## config.mk

```make
export PLATFORM = sky130hd
export DESIGN_NAME = wfifo_level_flat
export DESIGN_NICKNAME = d
export VERILOG_FILES = /design/src/rtl/fifo_pkg.sv /design/src/rtl/wfifo_level_if.sv /design/src/rtl/ptr_sync.sv /design/src/rtl/wfifo_level.sv /design/src/flat_wrapper.sv
export SDC_FILE = /design/constraint.sdc
export NUM_CORES = 1
export LEC_CHECK = 0
export ABC_AREA = 1
export BUFFER_PORTS_ARGS = -buffer_cell sky130_fd_sc_hd__buf_2
export CAP_MARGIN = 30
export CORE_ASPECT_RATIO = 0.75
export CORE_MARGIN = 10
export CORE_UTILIZATION = 54
export DETAILED_ROUTE_END_ITERATION = 10
export PLACE_DENSITY = 0.89
export SLEW_MARGIN = 25
export SYNTH_ARGS = -nofsm -noshare
export SYNTH_HDL_FRONTEND = slang
export SYNTH_HIERARCHICAL = 1
export SYNTH_SLANG_ARGS = --single-unit
```

## constraint.sdc

```tcl
create_clock -name wclk -period 4.3 [get_ports wclk]
set_input_delay 0.215 -clock wclk [delete_from_list [all_inputs] [get_ports wclk]]
set_output_delay 0.215 -clock wclk [all_outputs]
set_load 0.02 [all_outputs]
```

## src/rtl/fifo_pkg.sv

```systemverilog
// Shared async-FIFO helpers: Gray/binary conversion and the default address width.
package fifo_pkg;

  localparam int unsigned FIFO_ADDRSIZE = 4;
  localparam int unsigned PtrMaxW       = 32;

  typedef logic [PtrMaxW-1:0] ptr_max_t;

  // Width-agnostic: zero-extend narrower pointers in and truncate the result out.
  // Leading zeros leave the low bits of the prefix XOR unchanged.
  function automatic ptr_max_t gray2bin(input ptr_max_t g);
    ptr_max_t b;
    b[PtrMaxW-1] = g[PtrMaxW-1];
    for (int i = PtrMaxW - 2; i >= 0; i--) begin
      b[i] = b[i+1] ^ g[i];
    end
    return b;
  endfunction

  function automatic ptr_max_t bin2gray(input ptr_max_t b);
    return b ^ (b >> 1);
  endfunction

endpackage

```

## src/rtl/wfifo_level_if.sv

```systemverilog
// Signal bundle between the write-side FIFO logic and the level block.
interface wfifo_level_if #(
  parameter int unsigned ADDRSIZE = 4
);
  logic [ADDRSIZE:0] rptr;
  logic [ADDRSIZE:0] wptr;
  logic              winc;
  logic              wfull;
  logic [ADDRSIZE:0] afull_thresh;
  logic              err_clr;
  logic [ADDRSIZE:0] wq2_rptr;
  logic [ADDRSIZE:0] wcount;
  logic              walmost_full;
  logic              wovf;
  logic              wcount_err;

  modport master (
    output rptr, wptr, winc, wfull, afull_thresh, err_clr,
    input  wq2_rptr, wcount, walmost_full, wovf, wcount_err
  );

  modport slave (
    input  rptr, wptr, winc, wfull, afull_thresh, err_clr,
    output wq2_rptr, wcount, walmost_full, wovf, wcount_err
  );
endinterface

```

## src/rtl/ptr_sync.sv

```systemverilog
// Generic N-stage flop-chain synchronizer for Gray pointers crossing clock domains.
module ptr_sync #(
  parameter int unsigned WIDTH  = 5,
  parameter int unsigned STAGES = 2
) (
  input  logic             clk,
  input  logic             rst_n,
  input  logic [WIDTH-1:0] d,
  output logic [WIDTH-1:0] q
);

  logic [WIDTH-1:0] sync_q [STAGES];

  always_ff @(posedge clk or negedge rst_n) begin
    if (!rst_n) begin
      for (int i = 0; i < STAGES; i++) begin
        sync_q[i] <= '0;
      end
    end else begin
      sync_q[0] <= d;
      for (int i = 1; i < STAGES; i++) begin
        sync_q[i] <= sync_q[i-1];
      end
    end
  end

  assign q = sync_q[STAGES-1];

endmodule

```

## src/rtl/wfifo_level.sv

```systemverilog
// Write-domain fill level: syncs the read pointer, decodes both pointers, registers level/flags.
module wfifo_level
  import fifo_pkg::*;
#(
  parameter int unsigned ADDRSIZE    = FIFO_ADDRSIZE,
  parameter int unsigned SYNC_STAGES = 2
) (
  input logic          wclk,
  input logic          wrst_n,
  wfifo_level_if.slave bus
);

  localparam int unsigned PtrW = ADDRSIZE + 1;
  localparam logic [PtrW-1:0] Depth = PtrW'(1) << ADDRSIZE;

  logic [PtrW-1:0] wq2_rptr;
  logic [PtrW-1:0] rbin;
  logic [PtrW-1:0] wbin;
  logic [PtrW-1:0] diff;

  logic [PtrW-1:0] wcount_d, wcount_q;
  logic            walmost_full_d, walmost_full_q;
  logic            wovf_d, wovf_q;
  logic            wcount_err_d, wcount_err_q;

  ptr_sync #(
    .WIDTH  (PtrW),
    .STAGES (SYNC_STAGES)
  ) u_rptr_sync (
    .clk   (wclk),
    .rst_n (wrst_n),
    .d     (bus.rptr),
    .q     (wq2_rptr)
  );

  assign rbin = PtrW'(gray2bin(ptr_max_t'(wq2_rptr)));
  assign wbin = PtrW'(gray2bin(ptr_max_t'(bus.wptr)));

  always_comb begin
    // Modular subtraction at full pointer width absorbs pointer wrap.
    diff           = wbin - rbin;
    wcount_d       = diff;
    walmost_full_d = (diff >= bus.afull_thresh);
    // Set dominates clear so an event coinciding with err_clr is never lost.
    wovf_d         = (bus.winc & bus.wfull) | (wovf_q & ~bus.err_clr);
    wcount_err_d   = (diff > Depth) | (wcount_err_q & ~bus.err_clr);
  end

  always_ff @(posedge wclk or negedge wrst_n) begin
    if (!wrst_n) begin
      wcount_q       <= '0;
      walmost_full_q <= 1'b0;
      wovf_q         <= 1'b0;
      wcount_err_q   <= 1'b0;
    end else begin
      wcount_q       <= wcount_d;
      walmost_full_q <= walmost_full_d;
      wovf_q         <= wovf_d;
      wcount_err_q   <= wcount_err_d;
    end
  end

  assign bus.wq2_rptr     = wq2_rptr;
  assign bus.wcount       = wcount_q;
  assign bus.walmost_full = walmost_full_q;
  assign bus.wovf         = wovf_q;
  assign bus.wcount_err   = wcount_err_q;

endmodule

```

## src/flat_wrapper.sv

```systemverilog
// flat-port wrapper written by rule: the top's interface ports become plain ports
module wfifo_level_flat import fifo_pkg::*;
#(
  parameter int unsigned ADDRSIZE    = FIFO_ADDRSIZE,
  parameter int unsigned SYNC_STAGES = 2
)
  (wclk, wrst_n, bus_rptr, bus_wptr, bus_winc, bus_wfull, bus_afull_thresh, bus_err_clr, bus_wq2_rptr, bus_wcount, bus_walmost_full, bus_wovf, bus_wcount_err);
  wfifo_level_if #(.ADDRSIZE(ADDRSIZE)) bus_i ();
  input logic wclk;
  input logic wrst_n;
  input wire logic [$bits(bus_i.rptr)-1:0] bus_rptr;
  input wire logic [$bits(bus_i.wptr)-1:0] bus_wptr;
  input wire logic [$bits(bus_i.winc)-1:0] bus_winc;
  input wire logic [$bits(bus_i.wfull)-1:0] bus_wfull;
  input wire logic [$bits(bus_i.afull_thresh)-1:0] bus_afull_thresh;
  input wire logic [$bits(bus_i.err_clr)-1:0] bus_err_clr;
  output wire logic [$bits(bus_i.wq2_rptr)-1:0] bus_wq2_rptr;
  output wire logic [$bits(bus_i.wcount)-1:0] bus_wcount;
  output wire logic [$bits(bus_i.walmost_full)-1:0] bus_walmost_full;
  output wire logic [$bits(bus_i.wovf)-1:0] bus_wovf;
  output wire logic [$bits(bus_i.wcount_err)-1:0] bus_wcount_err;
  assign bus_i.rptr = bus_rptr;
  assign bus_i.wptr = bus_wptr;
  assign bus_i.winc = bus_winc;
  assign bus_i.wfull = bus_wfull;
  assign bus_i.afull_thresh = bus_afull_thresh;
  assign bus_i.err_clr = bus_err_clr;
  assign bus_wq2_rptr = bus_i.wq2_rptr;
  assign bus_wcount = bus_i.wcount;
  assign bus_walmost_full = bus_i.walmost_full;
  assign bus_wovf = bus_i.wovf;
  assign bus_wcount_err = bus_i.wcount_err;
  wfifo_level #(.ADDRSIZE(ADDRSIZE), .SYNC_STAGES(SYNC_STAGES)) u_core (.wclk(wclk), .wrst_n(wrst_n), .bus(bus_i));
endmodule
```

Word level (Yosys, flattened, before mapping):

Cells that the tools add are included.

* latch bits: 0
* output and inout port bits: 13
* bits in writable memories: 0
* bits in read-only memories: 0
* memories kept: 0
* input port bits: 20
* logic and storage cells: 23
* flip-flop bits (word level): 18

* bitwise gates (word level): 14
* $lt $le $gt $ge: 2
* add/sub/neg operators: 1
* reductions and logical operators: 0
* div/mod/pow operators: 0
* mux-type cells: 0
* eq/ne operators: 0
* $mul: 0
* shift-type cells: 0

Operators by type and width (number)
* $xor A1 B1 Y1: 8
* $ge A5 B5 Y1: 1
* $gt A5 B5 Y1 const B: 1
* $sub A5 B5 Y5: 1
* $and A1 B1 Y1: 3
* $or A1 B1 Y1: 2
* $not A1 Y1: 1

Longest topological paths before layout:

Gate-level depths: netlist (run 1).

* word-level depth: 7
* depth in mapped cells: 19
* gate-level depth less buffers: 18

Modules after synthesis:

The synthesis (run 1) kept the hierarchy.

By module, submodules not included
* wfifo_level: area each 782.0 um^2, sequential area each 200.2 um^2, instances 1, cells an instance 100
* ptr_sync: area each 287.8 um^2, sequential area each 250.2 um^2, instances 1, cells an instance 15

Least setup slack after synthesis (run 1):

Ideal clock, no wire load.

* kind: register to register
* start: register u_core.u_rptr_sync.sync_q (netlist bit u_core/u_rptr_sync/q[4])
* end: register u_core.walmost_full_q (netlist: u_core/bus.walmost_full)
* library setup time: 124 ps
* cell stages (with the launch flop): 19
* buffers on the path: 1
* period minus slack after synthesis: 2678 ps
* data required time: 4176 ps
* data arrival time: 2554 ps
* path slack: 1622 ps
* cells stage by stage: dfrtp_1 > buf_4 > nand2_1 > nand3_2 > nand2_4 > xor2_2 > xor2_1 > inv_1 > ha_1 > fa_1 > inv_1 > nand3_1 > nand2_1 > inv_1 > ha_1 > inv_1 > o21bai_1 > a21oi_1 > o21bai_1

* word-level cells in the longest chain between the ends: 6

RTL lines
* start: declaration: RTL line ptr_sync.sv:12 `logic [WIDTH-1:0] sync_q [STAGES];`
* start signal: indexed assignment: RTL line ptr_sync.sv:22 `sync_q[i] <= sync_q[i-1];`
* $xor A1 B1 Y1 (*) (2 in a row): RTL line fifo_pkg.sv:15 `b[i] = b[i+1] ^ g[i];`
* $xor A1 B1 Y1 (2 in a row): RTL line fifo_pkg.sv:15
* $sub A5 B5 Y5 (*): RTL line wfifo_level.sv:41 `diff = wbin - rbin;`
* via u_core.diff[2]: RTL line wfifo_level.sv:19 `logic [PtrW-1:0] diff;`
* $ge A5 B5 Y1 (*): RTL line wfifo_level.sv:43 `walmost_full_d = (diff >= bus.afull_thresh);`
* via u_core.walmost_full_d: RTL line wfifo_level.sv:22 `logic walmost_full_d, walmost_full_q;`
* end signal: assignment: RTL line wfifo_level.sv:57 `walmost_full_q <= walmost_full_d;`
* end: declaration: RTL line wfifo_level.sv:22

Mark *: on every way through the listed nets, which the timed path passes. The rest lies on a longest branch.

Worst setup path after layout (run 1):

Same ends and word-level chain as after synthesis.

==> results.toml, run 1 <==
[outcome]
status = "finished, final reports clean"

[synthesis]
ys_seq_elements = 18
synth_fp_nets = 144
synth.top_cell.area_share_pct = 42.11
synth_top_area_cell = "dfrtp_1"
syn_avg_cell_area_um2 = 9.302
netlist_area_um2 = 1070
post-synth-top-count-cell = "inv_1"
yosys_warnings = 6
yosys-top-cells-count = "inv_1 (25), nand2_1 (21), dfrtp_1 (18)"
synthFlopType = "dfrtp_1"
syn_inst = 115
synth_cell_types = 18
synthArstFlopShare_pct = 100.0
yosysSeqAreaShare_pct = 42.11
synth.area.top_cells = "dfrtp_1 (42%), ha_1 (9.4%), inv_1 (8.8%)"
synth_edf_count = 0

[placed_design]
globalplace.congestion = 0.8002
pre_cts_slack_ns = 1.441
place_area_um2 = 1220
place_hpwl_um = 1806
port_buffers = 32

[detailed_routing]
wl_per_cell_um = 12.61
routed_wl_um = 2131
drcViolationCount = 0
vias = 768
first_pass_iters = 4
vias_per_cell = 4.544
drt_iter0_markers = 15
ant_nets = 0

[die]
fp.dieW_um = 71.40
start_util_pct = 59.25
core_um2 = 1805
die_h_um = 58.55
io_pins = 33
rows = 13
die-area_um2 = 4180

[critical_path]
cp.arrival_ns = 3.06
cp_data_required_time_ns = 4.51
cp-endpoint = "u_core/bus.walmost_full$_DFF_PN0_"
endpoint_kind = "flop"
reg2reg_from = "u_core/u_rptr_sync/q[4]$_DFF_PN0_"
start_kind = "flop"
r2r-end = "u_core/bus.walmost_full$_DFF_PN0_"
setup.worst_path.start = "u_core/u_rptr_sync/q[4]$_DFF_PN0_"
reg2reg_depth = 17
crit_type = "reg -> reg"
crit_fanout = 5
regToRegSetupSlack_ns = 1.45

[layout]
drive_above_1_share_pct = 39.46
fin_area_um2 = 1266
insertedDiodeCount = 0
area_growth_pct = 18.36
final_util_pct = 70.13
nets = 177

[clocking]
clockRootBuffer = "clkbuf_4"
cts.sinks = 18
clk_latency_ns = 0.28
cts_tree = "yes"
cts_buffer_depth = 2
cts_buffers = 3
cts.clk_slew.worst_paths_ns = 0.10
cts-htree-levels = 1

[global_routing]
grt_max_degree = 19
antenna_found_initial = 0
grt_pass1_wl_um = 3795
first_global_vias = 847
overflow = 0
track_usage_pct = 10.75

[min_path]
hp-start = "bus_rptr[0]"
holdPathStages = 1
min_path_type = "in -> reg"

[timing]
rsz0062_at_grt = "no"
tns_ns = 0
fin_crit_ns = 2.848
worstMarginPinSlew_ns = 0.3798
fmax_mhz = 351.1
relSlewSlack_pct = 74.68
min_period_over_period_pct = 66.23
fin_ws_ns = 1.452
setup_viol = 0
finalHoldViolations = 0
finalMaxSlewViolations = 0
finClkSkew_ns = 0.004351

[power]
power_uw = 518.8
leakage_uw = 0.0007669
power-per-cell-area_nw_per_um2 = 409.7
peakVddDrop_mv = 0.3193

[run]
max-cap-violations = 0
-- layer usage --
metal  GRT usage (%)  wire length (um)  vias to the layer above
li1                -                 -                      406
met1           12.83               975                      342
met2           18.59              1029                       18
met3           2.680               111                        2
met4           3.306                15                        0
met5               0                 0                        -
-- where the power goes --
group	switching (uW)	internal, uW
Combinational	132	77.9
Clock	49.0	51.5
Sequential	10.3	198
-- placed cells by master, fill, tap and decap left out --
cell           synthesis  routed
clkbuf_8               0       1
a21oi_1                3       3
xor2_2                 1       1
o21bai_1               2       2
a22o_1                 1       1
nand2_1               21      21
nand4_2                1       1
inv_1                 25      25
inv_2                  4       4
fa_1                   1       1
nand2_4                5       5
clkbuf_4               0       3
ha_1                   8       8
dlygate4sd3_1          0       1
xor2_1                 3       3
xnor2_2                1       1
dfrtp_1               18      18
buf_2                  0      32
nand3_2                4       4
nand3_1                6       6
nand2_2                6       6
-- area by class of cell --
cell class                 count  area [um^2]
multi-input combinational     63        473.0
fill                         143        539.3
sequential                    18        450.4
inverter                      29        108.9
clock buffer                   4        36.28
timing repair buffer          33        170.2
tap                           22        27.53
-- critical path, stage by stage (launching register included) --
cell	delay [ns]
dfrtp_1	0.44
nand2_1	0.11
nand3_2	0.10
nand2_4	0.12
xor2_2	0.19
xor2_1	0.16
inv_1	0.06
ha_1	0.21
fa_1	0.39
inv_1	0.11
nand3_1	0.08
nand2_1	0.09
inv_1	0.06
ha_1	0.27
inv_1	0.04
o21bai_1	0.13
a21oi_1	0.08
o21bai_1	0.13
-- how the worst min path moves through the flow --
stage	end	slack, ns
2_1_floorplan	u_core/bus.walmost_full$_DFF_PN0_	-0.08
3_3_place_gp	u_core/u_rptr_sync/sync_q[5]$_DFF_PN0_	0.15
3_5_place_dp	u_core/u_rptr_sync/sync_q[5]$_DFF_PN0_	0.16
4_1_cts	u_core/u_rptr_sync/sync_q[5]$_DFF_PN0_	0.02
5_1_grt	u_core/u_rptr_sync/sync_q[5]$_DFF_PN0_	0.01
6_report	u_core/u_rptr_sync/sync_q[5]$_DFF_PN0_	0.03
-- repair_timing --
| item | in CTS | in global routing |
|---|---|---|
| hold buffers | 1 | 0 |
| resized for setup | 0 | 0 |
| endpoints found under the hold margin | 18 | 0 |
| buffers inserted | 0 | 0 |
-- stage by stage --
stage / cells / hold slack (ns)
2_1_floorplan: 115 / -0.08059
3_3_place_gp: 164 / 0.1501
3_5_place_dp: 164 / 0.1564
4_1_cts: 169 / 0.02195
5_1_grt: 169 / 0.01450
6_report: 169 / 0.02934
-- kinds of logic (layout without fill, tap and decap cells) --
logic type / count (synthesis) / count (layout) / share of synthesized area (%)
and+or+nand+nor: 43 / 43 / 23.86
buffers and inverters: 34 / 66 / 13.68
DFF: 18 / 18 / 42.11
adders and majority gates: 9 / 9 / 11.23
AOI/OAI and AO/OA: 6 / 6 / 3.625
xor gates and xnor gates: 5 / 5 / 5.498
-- state kept, by name (all words and copies together), names as in the netlist --
signal                     count
u_core/bus.wcount_err          1
u_core/u_rptr_sync/sync_q      5
u_core/bus.walmost_full        1
u_core/bus.wovf                1
u_core/bus.wcount              5
u_core/u_rptr_sync/q           5
Note: power is estimated with default switching activity, not from simulation.
==> run 2: changes to the inputs <==
--- a/config.mk
+++ b/config.mk
@@ -10,9 +10,9 @@
 export CAP_MARGIN = 30
 export CORE_ASPECT_RATIO = 0.75
 export CORE_MARGIN = 10
-export CORE_UTILIZATION = 54
+export CORE_UTILIZATION = 50
 export DETAILED_ROUTE_END_ITERATION = 10
-export PLACE_DENSITY = 0.89
+export PLACE_DENSITY = 0.83
 export SLEW_MARGIN = 25
 export SYNTH_ARGS = -nofsm -noshare
 export SYNTH_HDL_FRONTEND = slang
==> constraint.sdc (replaced) <==
create_clock -name wclk -period 2.77 [get_ports wclk]
set_input_delay 0.1385 -clock wclk [delete_from_list [all_inputs] [get_ports wclk]]
set_output_delay 0.1385 -clock wclk [all_outputs]
set_load 0.02 [all_outputs]
==> results.toml, run 2 (synthesis gave the netlist of run 1 again) <==
[outcome]
status = "finished, final reports clean"

[critical_path]
crit_type = "reg -> reg"
cp.arrival_ns = 2.93
start_kind = "flop"
cp_data_required_time_ns = 2.98
endpoint_kind = "flop"
crit_fanout = 4

[layout]
fillers = 139
final_common_cell = "buf_2"
nets = 188
final_util_pct = 71.12
area_growth_pct = 33.92
layout_common_cells = "buf_2 (32), inv_1 (21), nand2_1 (18)"
multi_input_area_um2 = 540.5
insertedDiodeCount = 0
drive_above_1_share_pct = 49.37
seq_area_um2 = 451.7

[timing]
min_period_over_period_pct = 98.10
rsz0062_at_grt = "yes"
fmax_mhz = 368.0
relSlewSlack_pct = 74.57
finalHoldViolations = 0
setup_viol = 0
finalMaxSlewViolations = 0
fin_ws_ns = 0.05257
worstMarginPinSlew_ns = 0.3815
fin_crit_ns = 2.717
finClkSkew_ns = 0.004557

[clocking]
cts_buffer_depth = 2
cts.clk_slew.worst_paths_ns = 0.10
cts_tree = "yes"
clockRootBuffer = "clkbuf_4"
cts-htree-levels = 1
clk_latency_ns = 0.28
cts.sinks = 18
cts_buffers = 3

[die]
rows = 14
core_um2 = 2014
die_h_um = 60.06
start_util_pct = 53.11
die-area_um2 = 4409
io_pins = 33
fp.dieW_um = 73.41

[detailed_routing]
ant_nets = 0
routed_wl_um = 2378
wl_per_cell_um = 13.07
first_pass_iters = 4
drcViolationCount = 0
vias = 848
drt_iter0_markers = 8
vias_per_cell = 4.659

[placed_design]
place_hpwl_um = 1745
pre_cts_slack_ns = -0.04119
globalplace.congestion = 0.8095
port_buffers = 32

[run]
max-cap-violations = 0

[power]
leakage_uw = 0.0008160
p_sw_uw = 325.4
switching_share_pct = 36.78
p_comb_share_pct = 46.2
power_frac_clock_pct = 17.2
p_int_uw = 559.2
peakVddDrop_mv = 0.5673
pwr-share-seq_pct = 36.6
power-per-cell-area_nw_per_um2 = 617.5
power_uw = 884.6

[global_routing]
grt_pass1_wl_um = 3670
antenna_found_initial = 0
overflow = 0
track_usage_pct = 10.23
first_global_vias = 881
grt_max_degree = 19

[min_path]
min_path_type = "in -> reg"
## run 2: power groups by stage
| stage | clock network (uW) | registers [uW] | logic (uW) |
|---|---|---|---|
| finish | 152 | 324 | 408 |
| global placement | 0 | 327 | 318 |
| floorplan | 0 | 374 | 183 |
| global route | 166 | 329 | 456 |
| CTS | 156 | 324 | 340 |
| detailed placement | 0 | 327 | 330 |
## run 2: worst max-delay path: stages, from the launching register on
cell and delay (ns):
dfrtp_1 0.43, inv_2 0.07, nand2_2 0.07, nand3_2 0.09, nand2_4 0.10, xor2_4 0.16, xor2_1 0.16, inv_1 0.08
ha_4 0.17, fa_2 0.57, inv_2 0.06, ha_4 0.26, a21oi_2 0.04, o21bai_1 0.16, a21oi_1 0.09, o21bai_1 0.15
## run 2: worst paths after layout
path / from / endpoint / slack [ns] / depth (start not counted)
max: u_core/u_rptr_sync/q[3]$_DFF_PN0_ / u_core/bus.walmost_full$_DFF_PN0_ / 0.05 / 15
min: bus_err_clr / u_core/bus.wcount_err$_DFF_PN0_ / 0.11 / 4
max reg2reg: u_core/u_rptr_sync/q[3]$_DFF_PN0_ / u_core/bus.walmost_full$_DFF_PN0_ / 0.05 / 15
min reg2reg: u_core/u_rptr_sync/sync_q[6]$_DFF_PN0_ / u_core/u_rptr_sync/q[1]$_DFF_PN0_ / 0.35 / 0
max in group asynchronous: wrst_n / u_core/u_rptr_sync/q[4]$_DFF_PN0_ / 2.18 / 2
min in group asynchronous: wrst_n / u_core/u_rptr_sync/q[1]$_DFF_PN0_ / 0.30 / 2
## run 2: timing repair
item                       in CTS  in global routing
setup endpoints to repair       1                  1
hold buffers                    6                  0
pin swaps                       0                 10
resized for setup               1                 15
setup buffers                   1                  4
hold endpoints to repair       23                  0
## run 2: cell type report
cell class / instances / share of cell area (%)
Clock buffer: 4 / 2.533
Inverter: 29 / 7.598
Multi-Input combinational cell: 63 / 37.73
Sequential cell: 18 / 31.53
Tap cell: 24 / 2.096
Timing Repair Buffer: 44 / 18.52
## run 2: per-layer routing
layer / vias to the layer above / GRT usage [%] / wire length, um
li1: 424 / - / -
met4: 0 / 1.592 / 0
met3: 0 / 3.808 / 167
met2: 22 / 18.97 / 1283
met1: 402 / 11.01 / 927
met5: - / 0 / 0
## run 2: through the flow
stage | instances | hold slack, ns | setup TNS (ns) | instance area, um^2
4_1_cts | 178 | 0.07668 | 0 | 1345
3_5_place_dp | 167 | 0.08244 | -0.04119 | 1230
2_1_floorplan | 115 | -0.1571 | 0 | 1070
5_1_grt | 182 | 0.1130 | -0.1355 | 1433
6_report | 182 | 0.1116 | 0 | 1433
3_3_place_gp | 167 | 0.07293 | 0 | 1230
